--- config.mk ---
export PLATFORM = sky130hd
export DESIGN_NAME = mem_grant_dispatcher
export DESIGN_NICKNAME = d
export VERILOG_FILES = /design/src/rtl/mem_grant_dispatcher.sv
export SDC_FILE = /design/constraint.sdc
export NUM_CORES = 1
export LEC_CHECK = 0
export CAP_MARGIN = 10
export CORE_UTILIZATION = 41
export DETAILED_ROUTE_END_ITERATION = 12
export PLACE_DENSITY = 0.79
export SLEW_MARGIN = 40
export SYNTH_ARGS = -nofsm -noshare
export SYNTH_HDL_FRONTEND = slang
export SYNTH_SLANG_ARGS = --single-unit
--- constraint.sdc ---
create_clock -name clk -period 3 [get_ports clk]
set_input_delay 0.3 -clock clk [delete_from_list [all_inputs] [get_ports clk]]
set_output_delay 0.3 -clock clk [all_outputs]
set_load 0.1 [all_outputs]
--- src/rtl/mem_grant_dispatcher.sv ---
// Single-transaction dispatcher between the round-robin arbiter and the memory interface.
// Captures the granted port's command, issues it with valid/ready, and returns done/err/rdata.
module mem_grant_dispatcher #(
  parameter int unsigned ADDR_W  = 16,
  parameter int unsigned DATA_W  = 32,
  parameter int unsigned TIMEOUT = 64
) (
  input  logic                clk,
  input  logic                rst,
  input  logic [3:0]          grant,
  input  logic [4*ADDR_W-1:0] port_addr,
  input  logic [4*DATA_W-1:0] port_wdata,
  input  logic [3:0]          port_we,
  output logic [3:0]          port_done,
  output logic [3:0]          port_err,
  output logic [DATA_W-1:0]   port_rdata,
  output logic                busy,
  output logic                grant_err,
  output logic                mem_valid,
  input  logic                mem_ready,
  output logic [ADDR_W-1:0]   mem_addr,
  output logic [DATA_W-1:0]   mem_wdata,
  output logic                mem_we,
  input  logic                mem_rvalid,
  input  logic [DATA_W-1:0]   mem_rdata
);

  localparam int unsigned CntW = (TIMEOUT > 2) ? $clog2(TIMEOUT) : 1;
  localparam logic [CntW-1:0] CntMax = CntW'(TIMEOUT - 1);

  typedef enum logic [1:0] {StIdle, StIssue, StWait, StResp} state_e;

  state_e            state_q, state_d;
  logic [1:0]        idx_q, idx_d;
  logic [ADDR_W-1:0] addr_q, addr_d;
  logic [DATA_W-1:0] wdata_q, wdata_d;
  logic              we_q, we_d;
  logic [CntW-1:0]   cnt_q, cnt_d;
  logic [DATA_W-1:0] rdata_q, rdata_d;
  logic              err_q, err_d;
  logic              gerr_q, gerr_d;

  logic       grant_any;
  logic       grant_multi;
  logic [1:0] grant_idx;

  // x & (x-1) clears the lowest set bit; anything left means more than one bit was set.
  assign grant_any   = |grant;
  assign grant_multi = |(grant & (grant - 4'd1));

  always_comb begin
    grant_idx = 2'd0;
    case (grant)
      4'b0010: grant_idx = 2'd1;
      4'b0100: grant_idx = 2'd2;
      4'b1000: grant_idx = 2'd3;
      default: grant_idx = 2'd0;
    endcase
  end

  always_comb begin
    state_d = state_q;
    idx_d   = idx_q;
    addr_d  = addr_q;
    wdata_d = wdata_q;
    we_d    = we_q;
    cnt_d   = cnt_q;
    rdata_d = rdata_q;
    err_d   = err_q;
    gerr_d  = 1'b0;

    unique case (state_q)
      StIdle: begin
        if (grant_multi) begin
          gerr_d = 1'b1;
        end else if (grant_any) begin
          state_d = StIssue;
          idx_d   = grant_idx;
          addr_d  = port_addr[int'(grant_idx)*ADDR_W +: ADDR_W];
          wdata_d = port_wdata[int'(grant_idx)*DATA_W +: DATA_W];
          we_d    = port_we[grant_idx];
          cnt_d   = '0;
          rdata_d = '0;
          err_d   = 1'b0;
        end
      end
      StIssue: begin
        if (mem_ready) begin
          state_d = StWait;
          cnt_d   = '0;
        end
      end
      StWait: begin
        // Completion takes priority over a timeout landing on the same edge.
        if (mem_rvalid) begin
          state_d = StResp;
          rdata_d = we_q ? '0 : mem_rdata;
          err_d   = 1'b0;
        end else if (cnt_q == CntMax) begin
          state_d = StResp;
          rdata_d = '0;
          err_d   = 1'b1;
        end else begin
          cnt_d = cnt_q + 1'b1;
        end
      end
      StResp: begin
        state_d = StIdle;
      end
      default: state_d = StIdle;
    endcase
  end

  always_ff @(posedge clk or posedge rst) begin
    if (rst) begin
      state_q <= StIdle;
      idx_q   <= '0;
      addr_q  <= '0;
      wdata_q <= '0;
      we_q    <= 1'b0;
      cnt_q   <= '0;
      rdata_q <= '0;
      err_q   <= 1'b0;
      gerr_q  <= 1'b0;
    end else begin
      state_q <= state_d;
      idx_q   <= idx_d;
      addr_q  <= addr_d;
      wdata_q <= wdata_d;
      we_q    <= we_d;
      cnt_q   <= cnt_d;
      rdata_q <= rdata_d;
      err_q   <= err_d;
      gerr_q  <= gerr_d;
    end
  end

  // Decoded straight from state so that reset removes mem_valid and busy without a clock.
  always_comb begin
    busy       = (state_q != StIdle);
    mem_valid  = (state_q == StIssue);
    mem_addr   = addr_q;
    mem_wdata  = wdata_q;
    mem_we     = we_q;
    grant_err  = gerr_q;
    port_done  = 4'b0000;
    port_err   = 4'b0000;
    port_rdata = '0;
    if (state_q == StResp) begin
      port_done[idx_q] = 1'b1;
      port_err[idx_q]  = err_q;
      port_rdata       = rdata_q;
    end
  end

endmodule

==> flow_metrics.py, run 1 <==
metrics = {
    "sta": {
        "max-slew-margin-rel_pct": 58.6,
        "setup_viol": 0,
        "setup_ws_ns": 0.763,
        "hold_violations": 0,
        "slew_violations": 0,
        "period_needed_ns": 2.24,
        "clock_skew_ns": 0.00665,
        "fin_tns_setup_ns": 0,
        "max_freq_ghz": 0.447,
        "rsz0062_at_grt": "false",
        "period_share_pct": 74.6,
        "worst_pin_slew_ns": 0.621,
    },
    "cells_and_area": {
        "nets": 1211,
        "antenna_cells": 0,
        "multi_input_area_um2": 3580,
        "final_area_um2": 9900,
        "fillers": 1276,
        "drive_gt1_share_pct": 15.0,
        "seqCellArea_um2": 2330,
        "syn2layout_area_growth_pct": 54.9,
    },
    "placed_design": {
        "hpwl_um": 15600,
        "placed_cell_area_um2": 9610,
        "gp_congestion": 0.937,
        "port_buffers": 327,
        "dp_slack_ns": 0.439,
    },
    "floorplan": {
        "die_w_um": 127,
        "die_area_um2": 16100,
        "die_y_um": 127,
        "ios": 328,
        "core_area_um2": 15200,
        "initial_utilization_pct": 42.0,
        "rows": 45,
    },
    "critical_path": {
        "critPathRequiredTime_ns": 3.30,
        "worst_setup_path_end_kind": "flop",
        "reg2reg_slack_ns": 0.94,
        "reg2reg_depth": 6,
        "cp_max_fo": 75,
        "critPathLaunchType": "input pin",
        "critPathKind": "in2reg",
        "r2r-end": "state_q[1]$_DFFE_PP0P_",
        "critPathArrivalTime_ns": 2.53,
        "reg2reg_from": "state_q[0]$_DFFE_PP0P_",
    },
    "synthesis": {
        "syn_nets": 935,
        "ys_types": 44,
        "synth_area_leaders": "dfrtp_1 36%, mux2_1 8.6%, o21ai_0 8.1%, a311oi_1 6.7%, a32oi_1 6.7%",
        "yosys.area.top_type_share_pct": 36.4,
        "ys_seq_area_share_pct": 36.4,
        "synth_area_um2": 6390,
        "synth-seq-cells": 93,
        "yosys.area.top_type": "dfrtp_1",
        "yosysWarnings": 0,
        "avgSynthCellArea_um2": 9.22,
        "syn_inst": 693,
    },
    "worst_hold_path": {
        "hold_class": "in2async",
    },
    "cts": {
        "cts_resized": 0,
        "insertion_delay_ns": 0.35,
        "htreeDepth": 3,
        "cts_made_buffers": 9,
        "root_buffer": "clkbuf_16",
        "ctsLongestPathBuffers": 2,
        "path_clk_slew_ns": 0.07,
        "postCtsSetupRepairBufs": 0,
        "tritoncts": "done",
        "ctsHoldBuffers": 0,
        "numClockSinks": 93,
    },
    "global_route": {
        "antenna_found_initial": 0,
        "grt_max_degree": 100,
        "grt_pass1_vias": 6737,
        "grt_pass1_wl_um": 35500,
        "grt_remaining_overflow": 0,
        "grt_usage_pct": 27.8,
    },
    "route": {
        "via_per_inst": 5.91,
        "postRouteAntennaNets": 0,
        "dr_total_vias": 6862,
        "first_pass_iters": 6,
        "drt_iter0_drc": 557,
        "wire_per_inst_um": 19.4,
        "post-route-drc-count": 0,
        "wl_um": 22500,
    },
    "flow_run": {
        "maxCapViolations": 0,
    },
    "pwr": {
        "ir_worst_vdd_uv": 618,
        "power_leakage_uw": 0.00393,
        "p_per_area_nw_per_um2": 938,
        "power_uw": 9290,
    },
    "run_status": {
        "status": "finished, final reports clean",
    },
}
-- worst max-delay path by stage --
| stage | from | to | slack (ns) | cells after the start |
|---|---|---|---|---|
| 6_report | grant[2] | mem_addr[11]$_DFFE_PP0P_ | 0.76 | 6 |
| 4_1_cts | grant[2] | mem_addr[3]$_DFFE_PP0P_ | 0.81 | 6 |
| 5_1_grt | grant[2] | mem_addr[11]$_DFFE_PP0P_ | 0.66 | 6 |
| 2_1_floorplan | rst | cnt_q[0]$_DFFE_PP0P_ | 0.28 | 1 |
| 3_5_place_dp | grant[2] | mem_addr[3]$_DFFE_PP0P_ | 0.44 | 6 |
| 3_3_place_gp | grant[1] | mem_addr[1]$_DFFE_PP0P_ | 0.48 | 6 |
-- power breakdown --
group | switching [µW] | leakage (µW) | internal, µW
sequential | 317 | 0.00119 | 1800
clock | 550 | 0.000143 | 583
combinational | 4460 | 0.00260 | 1580
total | 5330 | 0.00393 | 3960
-- metal layers --
metal	vias up	share of wire [%]	track usage, %
met5	-	0	0
met4	0	3.4	11.5
met3	52	6.7	5.15
met2	303	50	48.0
met1	3335	40	34.0
li1	3172	-	-
-- sequential cells by signal, summed over array words and instances (netlist names) --
| signal | flops |
|---|---|
| mem_addr | 16 |
| idx_q | 2 |
| grant_err | 1 |
| mem_wdata | 32 |
| err_q | 1 |
| state_q | 2 |
| rdata_q | 32 |
| cnt_q | 6 |
| mem_we | 1 |
-- worst max-delay path, stage by stage --
cell	delay, ns
clkdlybuf4s50_1	0.66
nor2_4	0.60
buf_12	0.37
a32oi_1	0.16
a22oi_1	0.23
mux2_1	0.15
-- placed cells by master, fill, tap and decap left out, drive strengths merged, types with 3 or more instances in the layout --
| master | Yosys | final |
|---|---|---|
| clkdlybuf4s50 | 0 | 235 |
| buf | 25 | 114 |
| o21ai | 103 | 103 |
| dfrtp | 93 | 93 |
| mux2 | 51 | 51 |
| a22oi | 50 | 50 |
| a32oi | 49 | 49 |
| a311oi | 49 | 49 |
| inv | 40 | 45 |
| nand2 | 42 | 42 |
| and2 | 34 | 34 |
| mux2i | 33 | 33 |
| nor2 | 16 | 16 |
| clkbuf | 59 | 9 |
| ha | 6 | 6 |
| a21oi | 5 | 5 |
| nand3 | 4 | 4 |
| o31ai | 3 | 3 |
| a31oi | 3 | 3 |
| nand4 | 3 | 3 |
| xor2 | 3 | 3 |
| nand2b | 3 | 3 |
-- stage by stage --
stage                     util [%]  std cells  hold slack [ns]
after floorplan                  -        693            0.437
after global placement        63.3       1146            0.475
after detailed placement      63.2       1146            0.485
after CTS                     65.1       1162            0.301
after global routing          65.1       1162            0.323
final                         65.1       1162            0.300
-- Yosys cell counts (all sizes together) --
| master | count |
|---|---|
| nor2 | 16 |
| o21ai | 103 |
| dfrtp | 93 |
| and3 | 2 |
| a41oi | 1 |
| o2111ai | 1 |
| o2111a | 1 |
| a31oi | 3 |
| a21boi | 1 |
| o31ai | 3 |
| a311oi | 49 |
| a21oi | 5 |
| and2 | 34 |
| a32oi | 49 |
| nand3 | 4 |
| nand2b | 3 |
| xnor2 | 2 |
| nand4b | 1 |
| clkbuf | 59 |
| xor2 | 3 |
| ha | 6 |
| inv | 40 |
| nor2b | 2 |
| or3b | 1 |
| a221oi | 1 |
| o211a | 1 |
| mux2i | 33 |
| nand4 | 3 |
| o311ai | 1 |
| a22oi | 50 |
| o211ai | 2 |
| buf | 25 |
| nand2 | 42 |
| mux2 | 51 |
| or2 | 2 |
-- logic make-up (layout without fill, tap and decap cells) --
logic type	count (synthesis)	count (layout)	synth area share, %
compound gates	271	271	30.3
buf+inv	124	405	8.22
simple gates	110	110	8.57
flops	93	93	36.4
mux	84	84	14.2
fa+ha+maj	6	6	1.17
xor+xnor	5	5	1.21
-- area by class of cell --
type / count / share of cell area (%)
Sequential cell: 93 / 23.5
Tap cell: 188 / 2.38
Multi-Input combinational cell: 476 / 36.2
Inverter: 40 / 1.54
Clock buffer: 9 / 2.28
Clock inverter: 7 / 0.645
Timing Repair Buffer: 349 / 33.4
Power figures use the tool's default switching activity.
==> run 2, diff against run 1 <==
--- a/config.mk
+++ b/config.mk
@@ -6,9 +6,10 @@
 export NUM_CORES = 1
 export LEC_CHECK = 0
 export CAP_MARGIN = 10
-export CORE_UTILIZATION = 41
+export CORE_ASPECT_RATIO = 1.1
+export CORE_UTILIZATION = 37
 export DETAILED_ROUTE_END_ITERATION = 12
-export PLACE_DENSITY = 0.79
+export PLACE_DENSITY = 0.75
 export SLEW_MARGIN = 40
 export SYNTH_ARGS = -nofsm -noshare
 export SYNTH_HDL_FRONTEND = slang
==> constraint.sdc (replaced) <==
create_clock -name clk -period 1.9 [get_ports clk]
set_input_delay 0.19 -clock clk [delete_from_list [all_inputs] [get_ports clk]]
set_output_delay 0.19 -clock clk [all_outputs]
set_load 0.1 [all_outputs]
==> run 2 against run 1 <==
  * Largest cell class is now buffers
  * Final cell count up 8.8%
  * Register-to-register slack got worse by 0.92 ns
  * Via count rose by 6.1%
  * Clock skew rose by 0.0019 ns
  * Setup slack lost 0.75 ns
  * Non-clock buffer count up 53
  * Worst hold slack got worse by 0.14 ns
  * Power grew 77%
  * Critical path depth is 1 higher
==> flow_metrics.py, run 2 (synthesized netlist as in run 1, its figures left out) <==
metrics = {
    "flow_run": {
        "maxCapViolations": 0,
    },
    "cells_and_area": {
        "nets": 1264,
        "utilization_pct": 66.4,
        "drive_gt1_share_pct": 21.7,
        "final_common_cell": "clkdlybuf4s50_1",
        "most-common-layout-cells": "234 x clkdlybuf4s50_1, 103 x buf_4, 102 x o21ai_0",
        "syn2layout_area_growth_pct": 76.1,
    },
    "critical_path": {
        "critPathArrivalTime_ns": 2.14,
        "critPathLaunchType": "flop",
        "critPathRequiredTime_ns": 2.16,
        "cp_max_fo": 7,
        "worst_setup_path_end_kind": "flop",
        "critPathKind": "reg2reg",
        "reg2reg_depth": 7,
    },
    "sta": {
        "clock_skew_ns": 0.00850,
        "period_needed_ns": 1.88,
        "hold_violations": 0,
        "worst_pin_slew_ns": 0.374,
        "period_share_pct": 99.1,
        "max_freq_ghz": 0.531,
        "rsz0062_at_grt": "true",
        "setup_ws_ns": 0.0177,
        "fin_tns_setup_ns": 0,
        "setup_viol": 0,
        "max-slew-margin-rel_pct": 74.9,
        "slew_violations": 0,
    },
    "floorplan": {
        "die_w_um": 127,
        "ios": 328,
        "die_y_um": 140,
        "rows": 50,
        "die_area_um2": 17800,
        "initial_utilization_pct": 37.7,
        "core_area_um2": 17000,
    },
    "global_route": {
        "grt_pass1_vias": 7166,
        "grt_pass1_wl_um": 39000,
        "grt_remaining_overflow": 0,
        "grt_max_degree": 70,
        "antenna_found_initial": 4,
        "grt_usage_pct": 27.9,
    },
    "route": {
        "postRouteAntennaNets": 0,
        "wl_um": 25600,
        "wire_per_inst_um": 20.3,
        "first_pass_iters": 6,
        "via_per_inst": 5.76,
        "drt_iter0_drc": 552,
        "post-route-drc-count": 0,
        "dr_total_vias": 7284,
    },
    "cts": {
        "ctsHoldBuffers": 0,
        "root_buffer": "clkbuf_16",
        "insertion_delay_ns": 0.35,
        "htreeDepth": 3,
        "tritoncts": "done",
        "path_clk_slew_ns": 0.07,
        "cts_made_buffers": 9,
        "ctsLongestPathBuffers": 2,
        "numClockSinks": 93,
    },
    "pwr": {
        "p_per_area_nw_per_um2": 1460,
        "power_uw": 16500,
        "ir_worst_vdd_uv": 1070,
        "power_leakage_uw": 0.00441,
    },
    "placed_design": {
        "gp_congestion": 0.874,
        "hpwl_um": 18100,
        "port_buffers": 327,
        "dp_slack_ns": -0.373,
    },
    "worst_hold_path": {
        "hold_class": "in2async",
    },
    "run_status": {
        "status": "finished, final reports clean",
    },
}
[run 2: changes by cell type in the layout (fill, tap and decap cells not counted), sizes merged]
cell | previous run | this run
clkinv | 2 | 0
clkbuf | 9 | 13
diode | 0 | 3
buf | 114 | 163
dlygate4sd2 | 0 | 1
bufinv | 0 | 2
clkdlybuf4s50 | 235 | 234
inv | 45 | 41
clkinvlp | 0 | 4
[run 2: final timing paths]
check,from,to,slack [ns]
worst max-delay path,state_q[1]$_DFFE_PP0P_,rdata_q[29]$_DFFE_PP0P_,0.02
worst min-delay path,rst,mem_addr[8]$_DFFE_PP0P_,0.16
worst max register to register,state_q[1]$_DFFE_PP0P_,rdata_q[29]$_DFFE_PP0P_,0.02
worst min register to register,mem_addr[2]$_DFFE_PP0P_,mem_addr[2]$_DFFE_PP0P_,0.49
max in group asynchronous,rst,idx_q[1]$_DFFE_PP0P_,1.16
min in group clk,mem_rdata[18],rdata_q[18]$_DFFE_PP0P_,0.38
[run 2: power by group]
part           internal [µW]  switching (µW)  total, µW
Clock                   1180             893       2070
Sequential              2840             519       3360
Combinational           3560            7480      11000
Total                   7580            8890      16500
[run 2: area by class of cell]
cell class / count / area (µm²)
clock inverters: 7 / 106
flip-flops and latches: 93 / 2330
inverters: 40 / 158
clock buffers: 9 / 225
multi-input cells: 476 / 3720
well taps: 234 / 293
fillers: 1351 / 5700
repair buffers: 402 / 4420
diodes: 3 / 7.51
[run 2: through the flow]
step | cell area (µm²) | std cells | hold slack (ns)
CTS | 11000 | 1257 | 0.155
floorplan | 6400 | 693 | 0.327
global placement | 10700 | 1241 | 0.476
finish | 11300 | 1264 | 0.161
detailed placement | 10700 | 1241 | 0.482
global route | 11300 | 1264 | 0.184
[run 2: routing by layer]
metal  wire length, µm  global-route usage, %  vias to the layer above
met4              1160                   14.1                        2
met3              2170                   6.04                       79
met2             12500                   46.3                      386
li1                  -                      -                     3282
met1              9810                   34.0                     3535
met5                17                      0                        -
[run 2: worst max-delay path: stages (launching register included)]
cell and delay, ns:
dfrtp_1 0.40, inv_1 0.08, ha_1 0.25, buf_4 0.19, a221oi_4 0.31, buf_12 0.19
buf_12 0.14, mux2i_1 0.22
[run 2: timing repair]
action / CTS / global route
setup endpoints to repair: 10 / 57
gates resized for setup: 12 / 25
gates cloned: 0 / 4
setup buffers: 0 / 0
pin swaps: 2 / 2
